<file path="config.mk">
export PLATFORM = sky130hd
export DESIGN_NAME = xor_decrypt
export DESIGN_NICKNAME = d
export VERILOG_FILES = /design/src/rtl/xor_decrypt_pkg.sv /design/src/rtl/xor_out_stage.sv /design/src/rtl/xor_decrypt.sv
export SDC_FILE = /design/constraint.sdc
export NUM_CORES = 1
export LEC_CHECK = 0
export CORE_MARGIN = 2
export CORE_UTILIZATION = 50
export CTS_CLUSTER_SIZE = 40
export DETAILED_ROUTE_END_ITERATION = 7
export PLACE_DENSITY = 0.87
export SLEW_MARGIN = 20
export SYNTH_ARGS = -nofsm -noshare
export SYNTH_HDL_FRONTEND = slang
export SYNTH_SLANG_ARGS = --single-unit
</file>
<file path="constraint.sdc">
create_clock -name iClk -period 5.1 [get_ports iClk]
set_clock_uncertainty 0.15 [all_clocks]
set_input_delay 0.51 -clock iClk [delete_from_list [all_inputs] [get_ports iClk]]
set_output_delay 0.51 -clock iClk [all_outputs]
set_load 0.05 [all_outputs]
</file>
<file path="src/rtl/xor_decrypt_pkg.sv">
// Shared types and default sizing for the XOR decryptor.
// Optional checksum output is enabled with XOR_DECRYPT_CHKSUM_EN.
package xor_decrypt_pkg;

  localparam int MSG_SIZE_DEFAULT  = 8;
  localparam int KEY_WORDS_DEFAULT = 4;

  typedef enum logic [1:0] {
    NOKEY = 2'd0,
    RUN   = 2'd1,
    DRAIN = 2'd2
  } state_e;

  // Key index width, never narrower than one bit so single-word keys still elaborate.
  function automatic int idx_width(input int words);
    return (words > 1) ? $clog2(words) : 1;
  endfunction

endpackage

</file>
<file path="src/rtl/xor_out_stage.sv">
// One-entry registered output stage: holds data+last under a valid/ready handshake.
// Used by xor_decrypt; oSpace tells the upstream whether a word may be loaded this cycle.
module xor_out_stage
  import xor_decrypt_pkg::*;
#(
  parameter int WIDTH = MSG_SIZE_DEFAULT
) (
  input  logic             iClk,
  input  logic             iRst,
  input  logic             iEn,
  input  logic             iLoad,
  input  logic [WIDTH-1:0] iData,
  input  logic             iLast,
  input  logic             iReady,
  output logic             oValid,
  output logic [WIDTH-1:0] oData,
  output logic             oLast,
  output logic             oTake,
  output logic             oSpace
);

  logic             valid_q, valid_d;
  logic [WIDTH-1:0] data_q, data_d;
  logic             last_q, last_d;

  assign oTake  = iEn & valid_q & iReady;
  assign oSpace = iEn & (~valid_q | iReady);

  always_comb begin
    // NOTE: every next-state signal gets its hold value first, so no path can infer a latch.
    valid_d = valid_q;
    data_d  = data_q;
    last_d  = last_q;
    if (iLoad) begin
      valid_d = 1'b1;
      data_d  = iData;
      last_d  = iLast;
    end else if (oTake) begin
      valid_d = 1'b0;
    end
  end

  always_ff @(posedge iClk) begin
    // NOTE: non-blocking assignments here so every register samples the pre-edge values.
    if (iRst) begin
      valid_q <= 1'b0;
      data_q  <= '0;
      last_q  <= 1'b0;
    end else begin
      valid_q <= valid_d;
      data_q  <= data_d;
      last_q  <= last_d;
    end
  end

  assign oValid = valid_q;
  assign oData  = data_q;
  assign oLast  = last_q;

endmodule

</file>
<file path="src/rtl/xor_decrypt.sv">
// Streaming repeating-key XOR decryptor with key-load guard and message framing.
// Define XOR_DECRYPT_CHKSUM_EN to add the per-message plaintext checksum output oChecksum.
module xor_decrypt
  import xor_decrypt_pkg::*;
#(
  parameter int MSG_SIZE  = MSG_SIZE_DEFAULT,
  parameter int KEY_WORDS = KEY_WORDS_DEFAULT
) (
  input  logic                            iClk,
  input  logic                            iRst,
  input  logic                            iEn,
  input  logic                            iKey_Load,
  input  logic [MSG_SIZE*KEY_WORDS-1:0]   iKey_Assembled,
  input  logic                            iCipher_Valid,
  output logic                            oCipher_Ready,
  input  logic [MSG_SIZE-1:0]             iCiphertext,
  input  logic                            iLast,
  output logic                            oPlain_Valid,
  input  logic                            iPlain_Ready,
  output logic [MSG_SIZE-1:0]             oPlaintext,
  output logic                            oPlain_Last,
  output logic                            oDecrypt_flag,
  output logic                            oKey_Err
`ifdef XOR_DECRYPT_CHKSUM_EN
  ,
  output logic [MSG_SIZE-1:0]             oChecksum
`endif
);

  localparam int IDX_W = idx_width(KEY_WORDS);
  localparam logic [IDX_W-1:0] IDX_LAST = IDX_W'(KEY_WORDS - 1);

  state_e                                state_q, state_d;
  logic [KEY_WORDS-1:0][MSG_SIZE-1:0]    key_q, key_d;
  logic [IDX_W-1:0]                      idx_q, idx_d;
  logic                                  key_err_q, key_err_d;

  logic                                  stage_space;
  logic                                  out_take;
  logic                                  in_xfer;
  logic                                  load_req;
  logic                                  load_ok;
  logic [MSG_SIZE-1:0]                   plain_word;

  assign oCipher_Ready = (state_q == RUN) & stage_space;
  assign in_xfer       = iCipher_Valid & oCipher_Ready;
  assign plain_word    = iCiphertext ^ key_q[idx_q];
  assign oDecrypt_flag = (state_q == DRAIN) & out_take;
  assign oKey_Err      = key_err_q;

  // A key swap is only safe on a message boundary with nothing in flight.
  assign load_req = iEn & iKey_Load;
  assign load_ok  = load_req &
                    ((state_q == NOKEY) |
                     ((state_q == RUN) & (idx_q == '0) & ~oPlain_Valid & ~in_xfer));

  always_comb begin
    state_d   = state_q;
    key_d     = key_q;
    idx_d     = idx_q;
    key_err_d = load_req & ~load_ok;

    if (load_ok) begin
      key_d   = iKey_Assembled;
      idx_d   = '0;
      state_d = RUN;
    end

    if (in_xfer) begin
      if (iLast) begin
        idx_d   = '0;
        state_d = DRAIN;
      end else if (idx_q == IDX_LAST) begin
        idx_d = '0;
      end else begin
        idx_d = idx_q + IDX_W'(1);
      end
    end

    if ((state_q == DRAIN) && out_take) begin
      state_d = RUN;
    end
  end

  always_ff @(posedge iClk) begin
    if (iRst) begin
      state_q   <= NOKEY;
      key_q     <= '0;
      idx_q     <= '0;
      key_err_q <= 1'b0;
    end else begin
      state_q   <= state_d;
      key_q     <= key_d;
      idx_q     <= idx_d;
      key_err_q <= key_err_d;
    end
  end

  xor_out_stage #(
    .WIDTH (MSG_SIZE)
  ) u_out_stage (
    .iClk   (iClk),
    .iRst   (iRst),
    .iEn    (iEn),
    .iLoad  (in_xfer),
    .iData  (plain_word),
    .iLast  (iLast),
    .iReady (iPlain_Ready),
    .oValid (oPlain_Valid),
    .oData  (oPlaintext),
    .oLast  (oPlain_Last),
    .oTake  (out_take),
    .oSpace (stage_space)
  );

`ifdef XOR_DECRYPT_CHKSUM_EN
  logic [MSG_SIZE-1:0] chk_q, chk_d;

  // Accumulates on input transfer; no input can arrive during the flag cycle (DRAIN).
  always_comb begin
    chk_d = chk_q;
    if (in_xfer) begin
      chk_d = chk_q ^ plain_word;
    end else if (oDecrypt_flag) begin
      chk_d = '0;
    end
  end

  always_ff @(posedge iClk) begin
    if (iRst) begin
      chk_q <= '0;
    end else begin
      chk_q <= chk_d;
    end
  end

  assign oChecksum = chk_q;
`endif

endmodule

</file>
==> PnR_summary.wiki <==
{| class="wikitable"
! Metric !! Value
|-
| PortBufs || roughly 60
|-
| HP Class || flip-flop to flip-flop
|-
| Hold Buf Count CTS || 0
|-
| Number of antenna diodes || 0
|-
| Post-synthesis instance total || between 150 and 200
|-
| Cell at the root of the clock tree || sky130_fd_sc_hd__clkbuf_8
|-
| Tightest slew margin relative to the limit || 0.525
|-
| Path type of the worst setup path || input port to output port
|-
| Final weighted congestion in routability-driven placement || around 0.73
|-
| Per-cell routed wire length || between 10 and 15 um
|-
| Ratio of routed vias to standard cells || ~5.1
|-
| Clock Sink Count || 47
|-
| Clk buf depth || 2
|-
| Worst supply voltage drop on vdd || 0.208 mV
|-
| Top Family by Delay on Critical Path || buffers and inverters
|-
| Clock latency reported for the late side of the worst-skew pair || approximately 0.30 ns
|-
| Worst Path Buf+Inv || 2
|-
| Residual DRC || 0
|-
| Detailed Place HPWL || 2.86 mm
|-
| Maximum level of the CTS H-tree || 2
|-
| First-pass GRT wire length || 6.64 mm
|-
| Number of gates resized after cts || 0
|-
| Kind of capture point of the worst setup path || output port
|-
| Setup TNS || 0 ns
|-
| GRT Residual Overflow || 0
|-
| Overall routed net length || 4.16 mm
|-
| Post-Syn Nets || roughly 240
|-
| Highest-count cells in the layout ignoring fill and taps || sky130_fd_sc_hd__clkdlybuf4s50_1, sky130_fd_sc_hd__dfxtp_1, sky130_fd_sc_hd__nor2_1
|-
| Initial antenna violation count || 0
|-
| Final number of hold-violating endpoints || 0
|-
| Slew @ Worst Pin || 0.712 ns
|-
| Most prevalent standard cell on the critical path || sky130_fd_sc_hd__clkdlybuf4s50_1
|-
| First-pass iteration count of the detailed router || 4
|-
| Largest net degree at the start of global routing || 40
|-
| Final Setup Violations || 0
|-
| Part of the total power dissipated in the clock network || 0.297
|-
| Mean cell area of the mapped netlist || approximately 11 um2
|-
| Fin cells || roughly 300
|-
| Count of unique library cells instantiated by Yosys || 25
|-
| Initial cell density of the core || 0.509
|-
| Leakage || between 0.9 and 1 nW
|-
| Die footprint || ~0.0045 mm2
|-
| Post-layout net count || between 200 and 300
|-
| Pins over their slew limit || 0
|-
| Pint || 0.000545 W
|-
| Total GRT Usage || 0.201
|-
| Vertical die dimension || 67.4 um
|-
| Power dissipated by switching net loads || between 0.00015 and 0.0002 W
|-
| RSZ-0062 raised after global routing || false
|-
| Initial DRC Count || between 50 and 60
|-
| Logic gate share of total power || 0.158
|-
| Power per Cell Area || ~270 mW/mm2
|-
| Core Region || 0.00394 mm2
|-
| Number of maximum-capacitance violations || 0
|-
| Cell Count Post-Placement || 290
|-
| Yosys synthesis warning count || 0
|-
| Crit path max-delay cell type || sky130_fd_sc_hd__clkdlybuf4s50_1
|-
| Post-detailed-route count of antenna-violating nets || 0
|-
| Vias in the first global route || roughly 1,500
|-
| Worst-path cell chain || clkdlybuf4s50_1 > nand2_1 > nor3_1 > clkdlybuf4s50_1
|-
| Worst EP arrival || between 2 and 2.5 ns
|-
| Period utilisation layout || 0.586
|-
| Total chip power || around 0.00072 W
|-
| Slowest Stage Delay on Critical Path || roughly 0.87 ns
|-
| Critical Path Source Type || input port
|-
| Cell Area, Synth || roughly 0.002 mm2
|-
| Post-CTS setup-driven buffer insertion count || 0
|-
| Top achievable clock speed || about 0.33 GHz
|-
| Clock transition time at the flip-flop clock pins of the worst setup and hold paths || 0.08 ns
|-
| Inserted Clock Buffers || 5
|-
| Growth of design area from synthesis to finish || 33.6%
|-
| Time the final worst path needs with I/O delays and setup || between 2 and 3 ns
|-
| Relative contribution of sequential cells to total power || 0.545
|-
| Total number of placement rows || 23
|-
| Final core utilization || 0.680
|-
| CTS tree || built
|-
| Share of final-layout standard cells stronger than drive strength 1 || 0.0806
|-
| I/O Pins || 60
|-
| Most common cell after layout, fill and taps aside || sky130_fd_sc_hd__clkdlybuf4s50_1
|-
| Via count of the routed design || 1,529
|-
| Synthesized flop and latch total || 47
|-
| Largest fanout on the critical path || 4
|-
| Share of synthesized area occupied by flip-flops and latches || 0.469
|-
| Endpoint required time on the critical path || roughly 4.4 ns
|-
| Horiz. Die Dim || just under 70 um
|-
| Sw Ratio || 0.245
|-
| Status || finished clean
|}
cells in the mapped netlist (all sizes together):
library cell  count  share of area
dfxtp            47           0.47
nor2             34          0.064
mux2i            32           0.16
a21oi            13          0.032
mux4              8          0.090
o21ai             8          0.020
xnor2             8          0.035
nand2             7          0.013
clkbuf            6          0.011
buf               5          0.027
inv               5         0.0093
nor3              4          0.010
a211oi            2          0.014
ha                2          0.012
nand3b            1         0.0037
nand4b            1         0.0044
nor2b             1         0.0031
nor4              1         0.0031
o21a              1         0.0037
o2bb2ai           1         0.0044
or2               1         0.0031
or3               1         0.0031
or3b              1         0.0056
worst reg2reg max path: stages, from the launching register on:
cell and delay (ns):
sky130_fd_sc_hd__dfxtp_1 0.50, sky130_fd_sc_hd__inv_1 0.17, sky130_fd_sc_hd__ha_1 0.14, sky130_fd_sc_hd__or3b_4 0.39, sky130_fd_sc_hd__a211oi_4 0.23, sky130_fd_sc_hd__buf_4 0.50
sky130_fd_sc_hd__mux2i_1 0.28, sky130_fd_sc_hd__nor2_1 0.06
cell families after synthesis:
group                      after synthesis  synth area share
and+or+nand+nor                         52             0.113
muxes                                   40             0.249
xor gates and xnor gates                 8            0.0349
AOI/OAI and AO/OA                       25            0.0741
DFF                                     47             0.469
adders and majority gates                2            0.0125
buffers and inverters                   16            0.0480
area by class of cell:
class	instances	area, um2
tap	50	62.6
clock inverter	1	5.00
timing repair buffer	61	606
inverter	5	18.8
multi-input combinational	127	973
clock buffer	7	76.3
fill	304	1260
sequential	47	941
power groups by stage:
stage	clock network (W)	logic [W]	registers, W
6_report	0.000214	0.000114	0.000394
5_1_grt	0.000234	0.000123	0.000395
4_1_cts	0.000219	0.000114	0.000393
3_5_place_dp	0	0.000114	0.000402
3_3_place_gp	0	0.000112	0.000401
2_1_floorplan	0	0.0000580	0.000408
state kept, by name, indices dropped and copies added (netlist names):
name	cells
key_q	32
u_out_stage.oData	8
idx_q	2
state_q	2
oKey_Err	1
u_out_stage.oLast	1
u_out_stage.oValid	1
final timing paths:
path / from / to / slack, ns / depth (start not counted)
setup / recovery: iEn / oDecrypt_flag / 2.11 / 4
hold / removal: u_out_stage.oLast / u_out_stage.oLast / 0.32 / 2
setup reg to reg: idx_q[0] / key_q[16] / 2.55 / 7
hold reg to reg: u_out_stage.oLast / u_out_stage.oLast / 0.32 / 2
stage by stage:
stage	instance area [um2]	hold slack, ns	setup WS (ns)
finish	2680	0.316	2.11
global route	2680	0.343	2.05
CTS	2680	0.323	2.10
detailed placement	2600	0.312	2.10
global placement	2600	0.293	2.20
floorplan	2010	0.305	2.53
metal layers:
layer,vias to the layer above,global-route usage,part of all wire,routed length (um)
li1,766,-,-,-
met1,712,0.228,0.44,1820
met2,44,0.340,0.48,2010
met3,7,0.0783,0.063,261
met4,0,0.0740,0.018,73
met5,-,0,0,0
No activity file was read; power rests on OpenSTA's default activity.
==> variant 1 (config.mk and constraints unchanged) <==
Register the input `iKey_Assembled` before use, cleared by the reset. The logic sees it one clock later. The other inputs are not delayed to match.
--- a/src/rtl/xor_decrypt.sv
+++ b/src/rtl/xor_decrypt.sv
@@ -30,6 +30,16 @@
   localparam int IDX_W = idx_width(KEY_WORDS);
   localparam logic [IDX_W-1:0] IDX_LAST = IDX_W'(KEY_WORDS - 1);
 
+  logic [MSG_SIZE*KEY_WORDS-1:0] iKey_Assembled_q;
+
+  always_ff @(posedge iClk) begin
+    if (iRst) begin
+      iKey_Assembled_q <= '0;
+    end else begin
+      iKey_Assembled_q <= iKey_Assembled;
+    end
+  end
+
   state_e                                state_q, state_d;
   logic [KEY_WORDS-1:0][MSG_SIZE-1:0]    key_q, key_d;
   logic [IDX_W-1:0]                      idx_q, idx_d;
@@ -61,7 +71,7 @@
     key_err_d = load_req & ~load_ok;
 
     if (load_ok) begin
-      key_d   = iKey_Assembled;
+      key_d   = iKey_Assembled_q;
       idx_d   = '0;
       state_d = RUN;
     end
Check against the original RTL: not equivalent (Yosys sat finds a counterexample within 4 cycles, from zero or initial values and one cycle with iRst high).
==> variant 1 against the original RTL <==
Sequential power rose by 66%. Area after synthesis rose by 45%. Maximum frequency fell by 1.8%. Power rose by 68%. Sequential cell count rose by 32. Cell area rose by 37%. Setup slack got worse by 0.054 ns. Wire length rose by 19%. Largest power group unchanged.
==> variant 1: results (changes against the original RTL) <==
[placement]
pre_cts_slack_ns = 2.07  ; -0.0338 ns
dp_hpwl_microns = 3340  ; +17%
place_inst = 377  ; +30%
placed_area_sq_um = 3490  ; +34%
place_congestion = 0.686  ; -6.1%

[yosys]
synth_compound_area_frac = 0.0413  ; -0.0328
netlist_top_cells_area = dfxtp_1, mux2i_1, nor2b_1
seq_area_frac_synth = 0.544  ; +0.0756
avgSynthCellArea_sq_um = 11.2  ; +6.2%
synthAdderAreaFrac = 0.00861  ; -0.00385
synth_nets = 308  ; +29%
async_flop_share = 0  ; unchanged
synth_cell_types = 26  ; +4.0%
synth.area.mux_share = 0.172  ; -0.0770
synth_xor_area_frac = 0.0241  ; -0.0108
synth_common_cells = dfxtp_1, nor2_1, mux2i_1, nor2b_1, clkbuf_1

[global_route]
grt_pass1_wl_microns = 8490  ; +28%
grt_max_degree = 80  ; +100%
grtUsageTotal = 0.175  ; -0.0257
grt_pass1_vias = 1961  ; +32%

[sta]
finalHoldWorstSlack_ns = 0.306  ; -0.00932 ns
fmax_mhz = 329  ; -1.8%
worst_slew_pin_slew_ns = 0.744  ; +0.0328 ns

[power_and_ir_drop]
power_leakage_nw = 1.34  ; +38%
ir_worst_vdd_mv = 0.248  ; +19%

[drt]
wl_per_cell_microns = 12.6  ; -9.5%
vias = 1941  ; +27%
drtIter0Drc = 79  ; +46%
via_per_inst = 4.94  ; -3.7%

[cts]
clock_latency_ns = 0.34  ; +0.04 ns
post_cts_buffers = 0  ; unchanged
cts_buffers = 9  ; +4
clockBufferDepth = 2  ; unchanged
clk_pin_slew_ns = 0.07
htreeDepth = 3  ; +1
cts_resized = 0  ; unchanged

[cells_and_area]
n_antenna_cell = 0  ; unchanged
drive_gt1_frac = 0.0903  ; +0.00970
nets = 365  ; +23%

[setup_path]
r2r_slack_ns = 2.58  ; +0.03 ns
crit_start = iEn
r2r_start = idx_q[1]
r2r-end = key_q[25]
arrival_ns = 2.38  ; +0.05 ns
crit_path_max_fanout = 5  ; +1

[status]
status = finished clean

-- variant 1: cell count changes after synthesis, moves of 3 or more --
| cell | change |
|---|---|
| nor2b_1 | +31 |
| nor2_1 | +7 |
| buf_8 | -3 |
| clkbuf_1 | +4 |
| a211oi_1 | +7 |
| dfxtp_1 | +32 |
| a21oi_1 | -6 |
| o21ai_0 | -8 |
| buf_12 | +3 |
-- variant 1: cell families after synthesis --
| family | after synthesis |
|---|---|
| mux | 40 |
| buf+inv | 20 |
| simple gates | 93 |
| compound gates | 17 |
| xor+xnor | 8 |
| fa+ha+maj | 2 |
| flops | 79 |
-- variant 1: power by group --
| group | internal, W | switching (W) | leakage [nW] | total, W |
|---|---|---|---|---|
| clock network | 0.000239 | 0.000204 | 0.0936 | 0.000444 |
| registers | 0.000642 | 0.0000107 | 0.648 | 0.000653 |
| logic | 0.0000670 | 0.0000513 | 0.601 | 0.000118 |
-- variant 1: routing by layer --
| metal | vias to the layer above | wire (microns) | global-route usage | part of all wire |
|---|---|---|---|---|
| met5 | - | 0 | 0 | 0 |
| met4 | 0 | 135 | 0.0966 | 0.027 |
| met3 | 12 | 203 | 0.0404 | 0.041 |
| met2 | 48 | 2480 | 0.313 | 0.50 |
| met1 | 900 | 2150 | 0.188 | 0.43 |
| li1 | 981 | - | - | - |
-- variant 1: final cells by class --
type / instances / area [sq um]
fill: 453 / 1890
sequential: 79 / 1580
multi-input combinational: 160 / 1200
timing repair buffer: 62 / 608
clock buffer: 13 / 149
tap: 72 / 90.1
clock inverter: 3 / 42.5
inverter: 4 / 15.0
-- variant 1: worst max-delay path, cell delays in order --
cell and delay, ns:
clkdlybuf4s50_1 0.57, nand2_1 0.10, nor3_1 0.34, clkdlybuf4s50_1 0.87
==> variant 2 (same settings) <==
Made on the original files. The package constant `MSG_SIZE_DEFAULT` goes from 8 to 4.
--- a/src/rtl/xor_decrypt_pkg.sv
+++ b/src/rtl/xor_decrypt_pkg.sv
@@ -2,7 +2,7 @@
 // Optional checksum output is enabled with XOR_DECRYPT_CHKSUM_EN.
 package xor_decrypt_pkg;
 
-  localparam int MSG_SIZE_DEFAULT  = 8;
+  localparam int MSG_SIZE_DEFAULT  = 4;
   localparam int KEY_WORDS_DEFAULT = 4;
 
   typedef enum logic [1:0] {
Interface: changed (resized iCiphertext, iKey_Assembled and oPlaintext); port bits go from 60 to 36. No check against the original RTL was run, so the function may have changed too.
==> variant 2 against the original RTL <==
Register-to-register slack worse by 0.14 ns. Power is 46% lower. Non-clock buffer count is 26 lower. Sequential cell count is 20 lower. Final cell count is 40% lower. Wire length is 41% lower. Area after synthesis is 41% lower. Setup slack better by 0.069 ns. Cell area is 42% lower. Largest cell class unchanged. Largest power group unchanged.
==> variant 2: results (changes against the original RTL) <==
[yosys]
ys_warn_count = 0  ; unchanged
async_flop_share = 0  ; unchanged
synth_cell_types = 25  ; unchanged
seq_area_frac_synth = 0.457  ; -0.0119
synth.area.mux_share = 0.211  ; -0.0378
netlist_top_cells_area = dfxtp_1, mux2i_1, mux4_2
synth_nets = 146  ; -39%
synth_common_cells = dfxtp_1, nor2_1, mux2i_1
syn-instance-count = 117  ; -38%
synthAdderAreaFrac = 0.0211  ; +0.00868
synth_compound_area_frac = 0.0856  ; +0.0115
synth_xor_area_frac = 0.0296  ; -0.00529

[power_and_ir_drop]
power_frac_comb = 0.169  ; +0.011
switching_power_w = 0.000103  ; -42%
seq_cell_power_w = 0.000226  ; -43%
power_leakage_nw = 0.556  ; -43%
ir_worst_vdd_mv = 0.181  ; -13%
swShare = 0.264  ; +0.0186

[placement]
placed_area_sq_um = 1530  ; -41%
place_inst = 174  ; -40%
dp_hpwl_microns = 1830  ; -36%
pre_cts_slack_ns = 2.14  ; +0.0370 ns
numPortBuffers = 35  ; -41%
place_congestion = 0.799  ; +9.3%

[cells_and_area]
nets = 180  ; -39%
nFillCells = 178  ; -41%
area_delta_synth_final_pct = 31.8
largest_reg_flops = 16  ; -50%
drive_gt1_frac = 0.0667  ; -0.0140

[status]
status = finished clean

[setup_path]
r2r-end = key_q[6]
cp_slowest_cell = clkdlybuf4s50_1
r2r_start = idx_q[0]
worstRegToRegCells = 6  ; -1
crit_family = buffers and inverters
r2r_slack_ns = 2.41  ; -0.14 ns
crit_path_max_fanout = 4  ; unchanged
crit_start = iEn
arrival_ns = 2.26  ; -0.07 ns

[sta]
final.period_utilization = 0.573  ; -0.0136
finalHoldWorstSlack_ns = 0.323  ; +0.00756 ns
slew_headroom = 0.271  ; -0.254

[drt]
via_per_inst = 5.40  ; +5.2%
wl_microns = 2460  ; -41%
drtIter0Drc = 26  ; -52%
vias = 961  ; -37%

[global_route]
grt_pass1_wl_microns = 3950  ; -40%
grt_max_degree = 24  ; -40%
grtUsageTotal = 0.200  ; -0.000566
grt_pass1_vias = 896  ; -40%

[worst_hold_path]
whs_path_depth = 2  ; unchanged
hp-class = reg2reg

[cts]
clk_pin_slew_ns = 0.14  ; +0.06 ns
clock_latency_ns = 0.34  ; +0.04 ns
htreeDepth = 1  ; -1
cts_buffers = 3  ; -2
clockRootBuffer = clkbuf_4

-- variant 2: area by class of cell --
class | count | share of cell area
Multi-Input combinational cell | 79 | 0.375
Sequential cell | 27 | 0.346
Clock buffer | 3 | 0.0144
Inverter | 5 | 0.0120
Tap cell | 28 | 0.0225
Timing Repair Buffer | 35 | 0.225
Clock inverter | 1 | 0.00481
-- variant 2: logic make-up (layout without fill, tap and decap cells) --
kind of cell               count (synthesis)  in the layout
xor gates and xnor gates                   4              4
adders and majority gates                  2              2
DFF                                       27             27
muxes                                     20             20
AOI/OAI and AO/OA                         17             17
and+or+nand+nor                           36             36
buffers and inverters                     11             44
-- variant 2: layer usage --
layer	up-vias	global-route usage	part of all wire	routed length (microns)
met4	0	0.141	0.038	93
met2	31	0.327	0.50	1220
met1	448	0.236	0.43	1050
met3	9	0.0314	0.037	92
li1	473	-	-	-
met5	-	0	0	0
